===== src/rtl/rs_cmd_gen_pkg.sv =====
// Shared types and helpers for the RS-latch command generator.
package rs_cmd_gen_pkg;

    // FSM state encodings shared by the command generator and its users.
    typedef enum logic [1:0] {
        ST_IDLE    = 2'd0,
        ST_PULSE_S = 2'd1,
        ST_PULSE_R = 2'd2,
        ST_GAP     = 2'd3
    } state_t;

    // Channel indices for the per-button vectors.
    localparam int CH_S = 0;
    localparam int CH_R = 1;
    localparam int N_CH = 2;

    // Chooses which pulse to start from the pending flags; ST_IDLE when nothing is pending.
    function automatic state_t pick_pulse(
        input logic pend_s,
        input logic pend_r,
        input logic prio_reset
    );
        if (pend_r && (prio_reset || !pend_s)) begin
            return ST_PULSE_R;
        end
        if (pend_s) begin
            return ST_PULSE_S;
        end
        return ST_IDLE;
    endfunction

endpackage


===== src/rtl/rs_cmd_gen_debounce_cell.sv =====
// One button channel: 2-flop synchroniser, saturating debouncer and a
// single-cycle strobe on the accepted 0->1 transition of the debounced level.
module debounce_cell #(
    parameter int DEBOUNCE_CYCLES = 16
) (
    input  logic clk,
    input  logic rst,
    input  logic i_btn,
    output logic o_rise
);

    localparam int CW = $clog2(DEBOUNCE_CYCLES + 1);
    localparam logic [CW:0] C_TARGET = (CW + 1)'(DEBOUNCE_CYCLES);
    localparam logic [CW:0] C_ONE    = (CW + 1)'(1);

    logic          r_sync1;
    logic          r_sync2;
    logic          r_db;
    logic [CW-1:0] r_cnt;
    logic [CW:0]   w_cnt_inc;
    logic          w_differs;
    logic          w_settle;

    // One extra bit on the increment so the comparison never sees a wrapped value.
    assign w_cnt_inc = {1'b0, r_cnt} + C_ONE;
    assign w_differs = (r_sync2 != r_db);
    // The sample has disagreed with db long enough: this edge accepts it.
    assign w_settle  = w_differs && (w_cnt_inc == C_TARGET);
    // Strobe is combinational so the pending flag loads on the same edge db changes.
    assign o_rise    = w_settle & r_sync2;

    // Synchronise the raw button and track how long the sample has differed from db.
    always_ff @(posedge clk) begin
        if (rst) begin
            r_sync1 <= 1'b0;
            r_sync2 <= 1'b0;
            r_db    <= 1'b0;
            r_cnt   <= '0;
        end else begin
            r_sync1 <= i_btn;
            r_sync2 <= r_sync1;
            if (!w_differs) begin
                r_cnt <= '0;
            end else if (w_settle) begin
                r_db  <= r_sync2;
                r_cnt <= '0;
            end else begin
                r_cnt <= w_cnt_inc[CW-1:0];
            end
        end
    end

endmodule


===== src/rtl/rs_cmd_gen.sv =====
// Turns two bouncy push-buttons into clean, mutually exclusive, fixed-width
// set/reset pulses separated by at least one idle cycle, for an RS latch.
module rs_cmd_gen
    import rs_cmd_gen_pkg::*;
#(
    parameter int DEBOUNCE_CYCLES = 16,
    parameter int PULSE_CYCLES    = 4,
    parameter bit PRIO_RESET      = 1'b1
) (
    input  logic clk,
    input  logic rst,
    input  logic btn_s,
    input  logic btn_r,
    output logic s,
    output logic r,
    output logic busy
);

    localparam int PCW = $clog2(PULSE_CYCLES + 1);
    localparam logic [PCW-1:0] C_PULSE_LOAD = PCW'(PULSE_CYCLES);
    localparam logic [PCW-1:0] C_PULSE_LAST = PCW'(1);

    logic [N_CH-1:0] w_btn;
    logic [N_CH-1:0] w_rise;
    logic [N_CH-1:0] w_pend_clr;
    logic [N_CH-1:0] w_pend_next;
    logic [N_CH-1:0] r_pend;
    state_t          r_state;
    state_t          w_state_next;
    state_t          w_pick;
    logic [PCW-1:0]  r_cnt;
    logic [PCW-1:0]  w_cnt_next;
    logic            r_s;
    logic            r_r;

    assign w_btn[CH_S] = btn_s;
    assign w_btn[CH_R] = btn_r;

    // Per-channel debouncer and one-entry request flag; an edge while already
    // pending simply merges into the existing request.
    generate
        for (genvar gi = 0; gi < N_CH; gi++) begin : g_ch
            debounce_cell #(
                .DEBOUNCE_CYCLES(DEBOUNCE_CYCLES)
            ) u_debounce (
                .clk    (clk),
                .rst    (rst),
                .i_btn  (w_btn[gi]),
                .o_rise (w_rise[gi])
            );
            assign w_pend_next[gi] = w_rise[gi] | (r_pend[gi] & ~w_pend_clr[gi]);
        end
    endgenerate

    assign w_pick = pick_pulse(r_pend[CH_S], r_pend[CH_R], PRIO_RESET);

    // Next-state logic: GAP re-arbitrates directly so back-to-back pulses are
    // separated by exactly one idle cycle.
    always_comb begin
        w_state_next = r_state;
        w_cnt_next   = r_cnt;
        w_pend_clr   = '0;
        case (r_state)
            ST_IDLE, ST_GAP: begin
                w_state_next = w_pick;
                w_cnt_next   = '0;
                if (w_pick == ST_PULSE_S) begin
                    w_cnt_next       = C_PULSE_LOAD;
                    w_pend_clr[CH_S] = 1'b1;
                end else if (w_pick == ST_PULSE_R) begin
                    w_cnt_next       = C_PULSE_LOAD;
                    w_pend_clr[CH_R] = 1'b1;
                end
            end
            ST_PULSE_S, ST_PULSE_R: begin
                if (r_cnt <= C_PULSE_LAST) begin
                    w_state_next = ST_GAP;
                    w_cnt_next   = '0;
                end else begin
                    w_cnt_next = r_cnt - C_PULSE_LAST;
                end
            end
            default: begin
                w_state_next = ST_IDLE;
                w_cnt_next   = '0;
            end
        endcase
    end

    // State, pulse counter, pending flags and registered latch drives.
    always_ff @(posedge clk) begin
        if (rst) begin
            r_state <= ST_IDLE;
            r_cnt   <= '0;
            r_pend  <= '0;
            r_s     <= 1'b0;
            r_r     <= 1'b0;
        end else begin
            r_state <= w_state_next;
            r_cnt   <= w_cnt_next;
            r_pend  <= w_pend_next;
            r_s     <= (w_state_next == ST_PULSE_S);
            r_r     <= (w_state_next == ST_PULSE_R);
        end
    end

    assign s    = r_s;
    assign r    = r_r;
    assign busy = (r_state != ST_IDLE) | (|r_pend);

endmodule


===== config.mk =====
export PLATFORM = sky130hd
export DESIGN_NAME = rs_cmd_gen
export DESIGN_NICKNAME = d
export VERILOG_FILES = /design/src/rtl/rs_cmd_gen_pkg.sv /design/src/rtl/rs_cmd_gen_debounce_cell.sv /design/src/rtl/rs_cmd_gen.sv
export SDC_FILE = /design/constraint.sdc
export NUM_CORES = 1
export LEC_CHECK = 0
export CORE_UTILIZATION = 55
export CTS_BUF_LIST = sky130_fd_sc_hd__clkbuf_2 sky130_fd_sc_hd__clkbuf_4 sky130_fd_sc_hd__clkbuf_8
export DETAILED_ROUTE_END_ITERATION = 10
export GPL_TIMING_DRIVEN = 0
export PLACE_DENSITY = 0.76
export SLEW_MARGIN = 10
export SYNTH_ARGS = -nofsm -noshare
export SYNTH_HDL_FRONTEND = slang
export SYNTH_SLANG_ARGS = --single-unit

===== constraint.sdc =====
create_clock -name clk -period 1.8 [get_ports clk]
set_input_delay 0.36 -clock clk [delete_from_list [all_inputs] [get_ports clk]]
set_output_delay 0.36 -clock clk [all_outputs]
set_load 0.1 [all_outputs]

# After elaboration in Yosys (flattened, before gate mapping)
# Index checks and enable logic that the tools add are counted.
word_totals:
  output_inout_bits: 3
  rom_bits: 0
  word_cells: 67
  input_bits: 4
  regBits: 25
  latchBits: 0
  n_memories: 0
  ramBits: 0
op_classes:
  shifts: 0
  addsub: 3
  div_mod_pow: 0
  reduce_logical: 11
  magnitude_cmp: 1
  eq_ne: 11
  mux: 17
  multipliers: 0
  bitwise_logic: 11
ops:
  columns: ["op", "n"]
  rows:
  - ["adder 5 x 1 -> 6 bit (second input constant)", 2]
  - ["== test 6 x 5 -> 1 bit (second input constant)", 2]
  - ["two-way mux 2 bit", 6]
  - ["two-way mux 3 bit", 3]
  - ["== test 2 bit (second input constant)", 4]
  - ["== test 2 x 1 -> 1 bit (second input constant)", 3]
  - ["two-way mux 1 bit", 6]
  - ["one-hot mux 3 bit (2 select lines)", 1]
  - ["OR reduction 2 bit", 3]
  - ["OR reduction 3 bit", 2]
  - ["AND 1 bit", 4]
  - ["inverter 1 bit", 4]
  - ["one-hot mux 2 bit (2 select lines)", 1]
  - ["AND reduction 2 bit", 2]
  - ["less-or-equal comparator 3 x 1 -> 1 bit (second input constant)", 1]
  - ["OR 1 bit", 3]
  - ["subtractor 3 x 1 -> 3 bit (second input constant)", 1]
  - ["logical AND 1 bit", 2]
  - ["logical NOT 2 bit", 1]
  - ["inequality test 1 bit", 2]
  - ["nonzero test 2 bit", 1]

# Depth between registers and ports, before layout
# Gate-level depths: netlist of the first run.
depth:
  depth_word: 11
  mapped_depth: 6
  ltp_nobuf: 6

# Modules after synthesis
# A second synthesis of the first run with hierarchy kept.
unflattened:
  hier_cells: 108
  hier_area_um2: 1092.3
by_module_without_submodules:
  columns: ["module", "area_each_um2", "seq_area_each_um2", "cells_each", "instances"]
  rows:
  - ["debounce_cell", 347.8, 160.2, 33, 2]
  - ["rs_cmd_gen", 396.6, 180.2, 42, 1]

# Worst setup path after synthesis of the first run
# OpenSTA, ideal clock, no wires.
synth_timing:
  kind: "register -> output"
  startpoint: "reg r_state[0]"
  endpoint: "out busy"
  arrival_time_ns: 1.196
  path_slack_ns: 0.244
  path_buffers: 0
  required_ns: 1.440
  path_stages_with_launch: 4
  cell_sequence: "dfxtp_1 -> inv_1 -> ha_1 -> nand2_1"
synth_via:
  elab_chain_cells: 2
synth_rtl:
  columns: ["item", "line_no", "text"]
  rows:
  - ["start, declared", "rs_cmd_gen.sv:28", "state_t r_state;"]
  - ["start signal, assigned", "rs_cmd_gen.sv:99", "r_state <= w_state_next;"]
  - ["nonzero test 2 bit", "rs_cmd_gen.sv:109", "assign busy = (r_state != ST_IDLE) | (|r_pend);"]
  - ["OR 1 bit", "rs_cmd_gen.sv:109", null]
  - ["end, declared", "rs_cmd_gen.sv:16", "output logic busy"]
# No other way between the ends.

# Worst setup path in the final report of the first run
# Ends and elaborated chain as after synthesis.

==> reports/metrics.csv, run 1 <==
stage;metric;value;unit
logic_synthesis;post_synth_instance_area;1060;um2
worst_setup_path;worst-path-stages;4;
global_route;grt_overflow;0;
global_route;grt_first_pass_wirelength;2.56;mm
pwr;worst_ir_drop_vdd;664;uV
pwr;internal_power;716;uW
floorplanning;core_area;1760;um2
worst_setup_path;worst_setup_path_end_kind;output port;
floorplanning;dieHeight;46.0;um
pwr;power.share.clock;0.242;
clock_tree;number_of_sinks_on_the_clock_net;25;
pwr;switching_portion_of_total_power;0.308;
sta;largest_clock_skew_in_the_final_design;0.00649;ns
layout;layout.filler_cells;166;
worst_setup_path;critical_path.max_fanout;3;
clock_tree;clock_insertion_delay_worst_skew;0.32;ns
pwr;power_frac_seq;0.571;
logic_synthesis;yosys_register_bits;25;
sta;slew_violations;0;
layout;post_route_cells_drive_above_1_share;0.109;
logic_synthesis;ys_types;31;
clock_tree;cts_htree_levels;1;
route;detail_route.first_pass.iterations;3;
worst_setup_path;rr_startpoint;g_ch[0].u_debounce.r_cnt[0];
worst_setup_path;cp.required;1.44;ns
place;finalWeightedCongestion;0.675;
layout;area_growth_syn_to_fin;10.5;%
flow_run;timing.max_cap.violations;0;
layout;layout.area.seq;500;um2
place;place_area;1140;um2
clock_tree;number_of_buffers_between_clock_root_and_the_deepest_sink;2;
route;route.final.wire_length;1.58;mm
logic_synthesis;postSynthCellCount;110;
clock_tree;clk_pin_slew;0.14;ns
worst_setup_path;nature_of_the_critical_path_startpoint;flip-flop;
pwr;power.combinational.fraction;0.187;
global_route;grt_max_degree;16;
clock_tree;cts_root_buffer;clkbuf_4;
sta;fmaxAchievable;0.602;GHz
worst_setup_path;crit_family;flip-flops;
global_route;first_global_vias;678;
floorplanning;boundaryPins;7;
sta;setup_viol_count_final;0;
worst_hold_path;min_delay_worst_type;in -> reg;
sta;worstMarginPinSlew;0.550;ns
worst_setup_path;worstReg2RegEnd;g_ch[0].u_debounce.r_db;
sta;final_period_minus_worst_setup_slack;1.66;ns
worst_setup_path;cp_data_arrival_time;1.30;ns
sta;grt_setup_unrepaired;false;
place;port_buffers;5;
layout;final-instance-count-excl-fill;144;
sta;period_share;0.923;
pwr;p_sw;318;uW
clock_tree;cts_tree;yes;
clock_tree;tritoncts.num_buffers;3;
worst_setup_path;setup.worst_path.start;r_state[0];
layout;mostFrequentLayoutCells;dfxtp_1, nor2_1, nand2b_1;
pwr;power.density;880;nW/um2
global_route;total_track_usage;0.173;
worst_setup_path;worstPathCellList;inv_1, ha_1, nand2_1, buf_4;
route;route.detailed.wl_per_inst;10.9;um
logic_synthesis;post_synthesis_sequential_area_ratio;0.471;
worst_setup_path;r2r_cells;5;
layout;antennaDiodeCount;0;
place;placed_cells;140;
route;antenna_violating_nets_post_route;0;
worst_setup_path;critical_path_capture_point;busy;
route;drtIter0Drc;6;
worst_setup_path;timing.critical_path.slowest_stage_cell;dfxtp_1;
layout;finalNetCount;131;
floorplanning;chipWidth;46.0;um
worst_setup_path;cp_num_buf_inv;2;
status;outcome;completed;
worst_setup_path;cpPeakStageDelay;0.38;ns
floorplanning;floorplan.initialDensity;0.603;
worst_setup_path;setup.worst_path.class;reg -> out;
layout;multiInputGateArea;529;um2
layout;final_common_cell;dfxtp_1;
floorplanning;row_count;15;
global_route;grt_antenna_before_repair;0;
route;detailroute.via_count;723;
logic_synthesis;synth_area_per_cell;9.67;um2
worst_setup_path;timing.reg2reg.setup_slack;0.14;ns
floorplanning;dieArea;2110;um2
sta;fin_hold_ws;0.349;ns
layout;post-route-cell-area;1170;um2
sta;hold_violations;0;
logic_synthesis;synth_fp_nets;121;
route;drc_errors_left;0;
logic_synthesis;ys_warn_count;0;
sta;timing.slew.headroom;0.635;
pwr;power.static_leakage;0.460;nW
route;avgViaCountPerCell;5.02;
place;detailed_place_hpwl;1.22;mm
==> repair_timing <==
action	CTS	global route
hold buffers	0	0
gates resized for setup	12	0
buffers inserted	0	0
endpoints found under the setup margin	3	0
==> power by group through the flow <==
stage          combinational (mW)  clock, mW  sequential, mW
3_5_place_dp                0.197          0           0.602
6_report                    0.193      0.251           0.590
5_1_grt                     0.209      0.282           0.593
4_1_cts                     0.194      0.260           0.590
3_3_place_gp                0.192          0           0.601
2_1_floorplan               0.156          0           0.599
==> area by class of cell <==
| type | count | share of cell area |
|---|---|---|
| Buffer | 2 | 0.00639 |
| Clock buffer | 3 | 0.0192 |
| Sequential cell | 25 | 0.426 |
| Clock inverter | 1 | 0.00639 |
| Timing Repair Buffer | 5 | 0.0426 |
| Tap cell | 25 | 0.0266 |
| Inverter | 7 | 0.0224 |
| Multi-Input combinational cell | 76 | 0.450 |
==> worst reg2reg max path: stages, from the launching register on <==
cell and delay, ns:
dfxtp_1 0.37, ha_1 0.24, xnor2_1 0.20, nand3_1 0.15, or4_4 0.58, o21ai_2 0.07
==> registers in the layout, indices dropped and copies added (netlist names) <==
register	cells
g_ch.u_debounce.r_cnt	10
g_ch.u_debounce.r_db	2
g_ch.u_debounce.r_sync1	2
g_ch.u_debounce.r_sync2	2
r	1
r_cnt	3
r_pend	2
r_state	2
s	1
==> kinds of logic (layout without fill, tap and decap cells) <==
logic type / count (synthesis) / after routing / synth area share
adder cells (fa/ha/maj): 7 / 7 / 0.0823
multiplexers: 3 / 3 / 0.0329
XOR/XNOR: 8 / 8 / 0.0659
buffers and inverters: 9 / 18 / 0.0318
AO/OA/AOI/OAI: 12 / 12 / 0.0835
flip-flops: 25 / 25 / 0.471
AND/OR/NAND/NOR: 46 / 46 / 0.233
==> synthesized netlist by cell type, drive strengths merged <==
cell	instances	area, um2
a21oi	1	5.00
a311oi	1	8.76
a31oi	1	6.26
and3	1	6.26
clkbuf	2	7.51
dfxtp	25	500
ha	7	87.6
inv	7	26.3
mux2	1	15.0
mux2i	2	20.0
nand2	6	25.0
nand2b	8	50.1
nand3	5	30.0
nand4b	1	8.76
nor2	11	41.3
nor2b	4	25.0
nor3	7	35.0
nor3b	2	15.0
o21a	1	7.51
o21ai	4	23.8
o21ba	1	10.0
o31a	1	8.76
o32a	1	10.0
o32ai	1	8.76
or4	1	11.3
xnor2	2	17.5
xor2	6	52.6
==> worst min path at each step <==
stage	from	end	slack, ns	cells past startpoint
2_1_floorplan	g_ch[0].u_debounce.r_sync1	g_ch[0].u_debounce.r_sync2	0.41	1
3_3_place_gp	g_ch[0].u_debounce.r_sync1	g_ch[0].u_debounce.r_sync2	0.42	1
3_5_place_dp	g_ch[0].u_debounce.r_sync1	g_ch[0].u_debounce.r_sync2	0.43	1
4_1_cts	rst	g_ch[0].u_debounce.r_sync2	0.34	2
5_1_grt	rst	g_ch[0].u_debounce.r_sync2	0.37	2
6_report	rst	g_ch[0].u_debounce.r_sync2	0.35	2
==> per-layer routing <==
layer	routed length, um	global-route usage
met1	728	0.176
met3	54	0.0833
met4	0	0.0176
met2	791	0.324
met5	0	0
==> per-stage QoR <==
stage | worst slack (ns) | utilization | power, mW | TNS [ns]
after floorplan | 0.244 | - | 0.755 | 0
after global placement | -0.315 | 0.649 | 0.793 | -0.315
after detailed placement | -0.334 | 0.649 | 0.799 | -0.334
after CTS | 0.124 | 0.666 | 1.04 | 0
after global routing | 0.0422 | 0.666 | 1.08 | 0
final | 0.138 | 0.666 | 1.03 | 0
Note: power is estimated with default switching activity, not from simulation.
==> run 2: changes to the inputs <==
PLACE_DENSITY = 0.75   (was 0.76)
TNS_END_PERCENT = 5   (was not set)
==> run 2 against run 1 <==
  * Critical path type is now reg -> reg
  * Largest cell class unchanged
  * Core utilization unchanged
  * Critical path depth is 1 higher
  * Combinational power hardly changed
  * Final cell count unchanged
==> reports/metrics.csv, run 2 (synthesis results as in run 1) <==
stage;metric;value;unit
floorplanning;floorplan.initialDensity;0.603;
worst_hold_path;timing.hold.worst.start;rst;
floorplanning;row_count;15;
worst_setup_path;setup.worst_path.start;g_ch[0].u_debounce.r_cnt[0];
sta;hold_violations;0;
global_route;total_track_usage;0.166;
layout;layout.filler_cells;163;
worst_setup_path;timing.reg2reg.setup_slack;0.10;ns
clock_tree;clk_pin_slew;0.14;ns
floorplanning;boundaryPins;7;
place;detailed_place_hpwl;1.13;mm
layout;antennaDiodeCount;0;
clock_tree;cts_htree_levels;1;
sta;largest_clock_skew_in_the_final_design;0.00941;ns
worst_setup_path;r2r_cells;5;
sta;final_period_minus_worst_setup_slack;1.70;ns
pwr;power.combinational.fraction;0.187;
pwr;switching_portion_of_total_power;0.307;
worst_hold_path;cell_depth_of_the_worst_hold_path;2;
status;outcome;completed;
worst_hold_path;whs_endpoint;g_ch[0].u_debounce.r_sync2;
layout;final_core_util;0.666;
worst_setup_path;cp_data_arrival_time;1.96;ns
layout;largest_register;g_ch.u_debounce.r_cnt;
clock_tree;number_of_buffers_between_clock_root_and_the_deepest_sink;2;
route;antenna_violating_nets_post_route;0;
pwr;power.share.clock;0.242;
layout;layout.area.seq;500;um2
global_route;grt_max_degree;16;
worst_setup_path;cp.required;2.06;ns
floorplanning;chipWidth;46.0;um
worst_setup_path;worst_setup_path_end_kind;flip-flop;
worst_setup_path;rr_startpoint;g_ch[0].u_debounce.r_cnt[0];
sta;setup_viol_count_final;0;
route;route.final.wire_length;1.54;mm
sta;fmaxAchievable;0.589;GHz
layout;finalNetCount;131;
place;finalWeightedCongestion;0.681;
flow_run;timing.max_cap.violations;0;
clock_tree;number_of_sinks_on_the_clock_net;25;
place;port_buffers;5;
pwr;power.static_leakage;0.459;nW
pwr;internal_power;715;uW
global_route;grt_first_pass_wirelength;2.57;mm
layout;mostFrequentLayoutCells;dfxtp_1, nor2_1, nand2b_1;
layout;biggestRegsByFlops;g_ch.u_debounce.r_cnt: 10 flops, r_cnt: 3 flops;
clock_tree;cts.hold.buffers_added;0;
sta;worstMarginPinSlew;0.542;ns
layout;area_growth_syn_to_fin;10.5;%
route;drc_errors_left;0;
layout;largest_register_ffs;10;
sta;grt_setup_unrepaired;false;
route;avgViaCountPerCell;5.15;
route;route.detailed.wl_per_inst;10.7;um
clock_tree;tritoncts.num_buffers;3;
sta;timing.slew.headroom;0.640;
place;post-place-ws;-0.326;ns
layout;final_common_cell;dfxtp_1;
clock_tree;clock_insertion_delay_worst_skew;0.32;ns
clock_tree;cts_tree;yes;
global_route;grt_antenna_before_repair;0;
worst_setup_path;setup.worst_path.class;reg -> reg;
pwr;p_sw;317;uW
sta;setup_slack;0.102;ns
sta;slew_violations;0;
pwr;power.density;879;nW/um2
floorplanning;core_area;1760;um2
floorplanning;dieHeight;46.0;um
clock_tree;cts_root_buffer;clkbuf_4;
route;detail_route.first_pass.iterations;4;
worst_hold_path;min_delay_worst_type;in -> reg;
pwr;power_frac_seq;0.571;
clock_tree;postCtsSetupBuffers;0;
worst_setup_path;worstReg2RegEnd;g_ch[0].u_debounce.r_db;
global_route;first_global_vias;672;
worst_setup_path;nature_of_the_critical_path_startpoint;flip-flop;
worst_setup_path;critical_path.max_fanout;4;
floorplanning;dieArea;2110;um2
sta;period_share;0.943;
route;drtIter0Drc;6;
layout;multiInputGateArea;529;um2
route;detailroute.via_count;742;
global_route;grt_overflow;0;
layout;post_route_cells_drive_above_1_share;0.109;
pwr;worst_ir_drop_vdd;704;uV
## run 2: cell types whose count changed in the layout (fill, tap and decap cells not counted), sizes merged
cell / change
buf: -1
clkbuf: +1
## run 2: worst max path at each step
stage | slack (ns) | depth (start not counted) | to
after detailed placement | -0.33 | 4 | busy
after CTS | 0.006 | 4 | busy
final | 0.10 | 5 | g_ch[0].u_debounce.r_db
after floorplan | 0.24 | 3 | busy
after global routing | 0.01 | 5 | g_ch[0].u_debounce.r_db
after global placement | -0.31 | 4 | busy
## run 2: per-stage QoR
stage	cell area [um2]	cells	power (mW)	setup TNS (ns)	hold WS, ns
after floorplan	1060	110	0.755	0	0.414
after global placement	1140	140	0.793	-0.311	0.418
after detailed placement	1140	140	0.801	-0.326	0.423
after CTS	1170	144	1.04	0	0.350
after global routing	1170	144	1.08	0	0.382
final	1170	144	1.03	0	0.357
## run 2: critical path: stages (launching register included)
cell and delay, ns:
dfxtp_1 0.37, ha_1 0.23, xnor2_1 0.23, nand3_1 0.17, or4_4 0.58, o21ai_2 0.07
## run 2: layer usage
layer,part of all wire,vias to the layer above,global-route usage
li1,-,387,-
met1,0.51,345,0.207
met2,0.46,8,0.282
met3,0.025,2,0.0238
met4,0.0039,0,0.0706
met5,0,-,0
## run 2: power by group through the flow
stage | Clock, mW | Sequential, mW | Combinational (mW)
after CTS | 0.259 | 0.589 | 0.191
after floorplan | 0 | 0.599 | 0.156
after detailed placement | 0 | 0.601 | 0.200
after global placement | 0 | 0.601 | 0.192
final | 0.250 | 0.589 | 0.193
after global routing | 0.280 | 0.593 | 0.210
## run 2: what timing repair did
action | 4_1_cts | 5_1_grt
gates cloned | 0 | 0
hold endpoints to repair | 0 | 0
gates resized for setup | 11 | 1
setup endpoints to repair | 3 | 1
## run 2: cell type report
class / instances / share of cell area
Timing Repair Buffer: 5 / 0.0426
Inverter: 7 / 0.0224
Sequential cell: 25 / 0.426
Multi-Input combinational cell: 76 / 0.450
Buffer: 2 / 0.00639
Clock buffer: 3 / 0.0192
Tap cell: 25 / 0.0266
Clock inverter: 1 / 0.00639
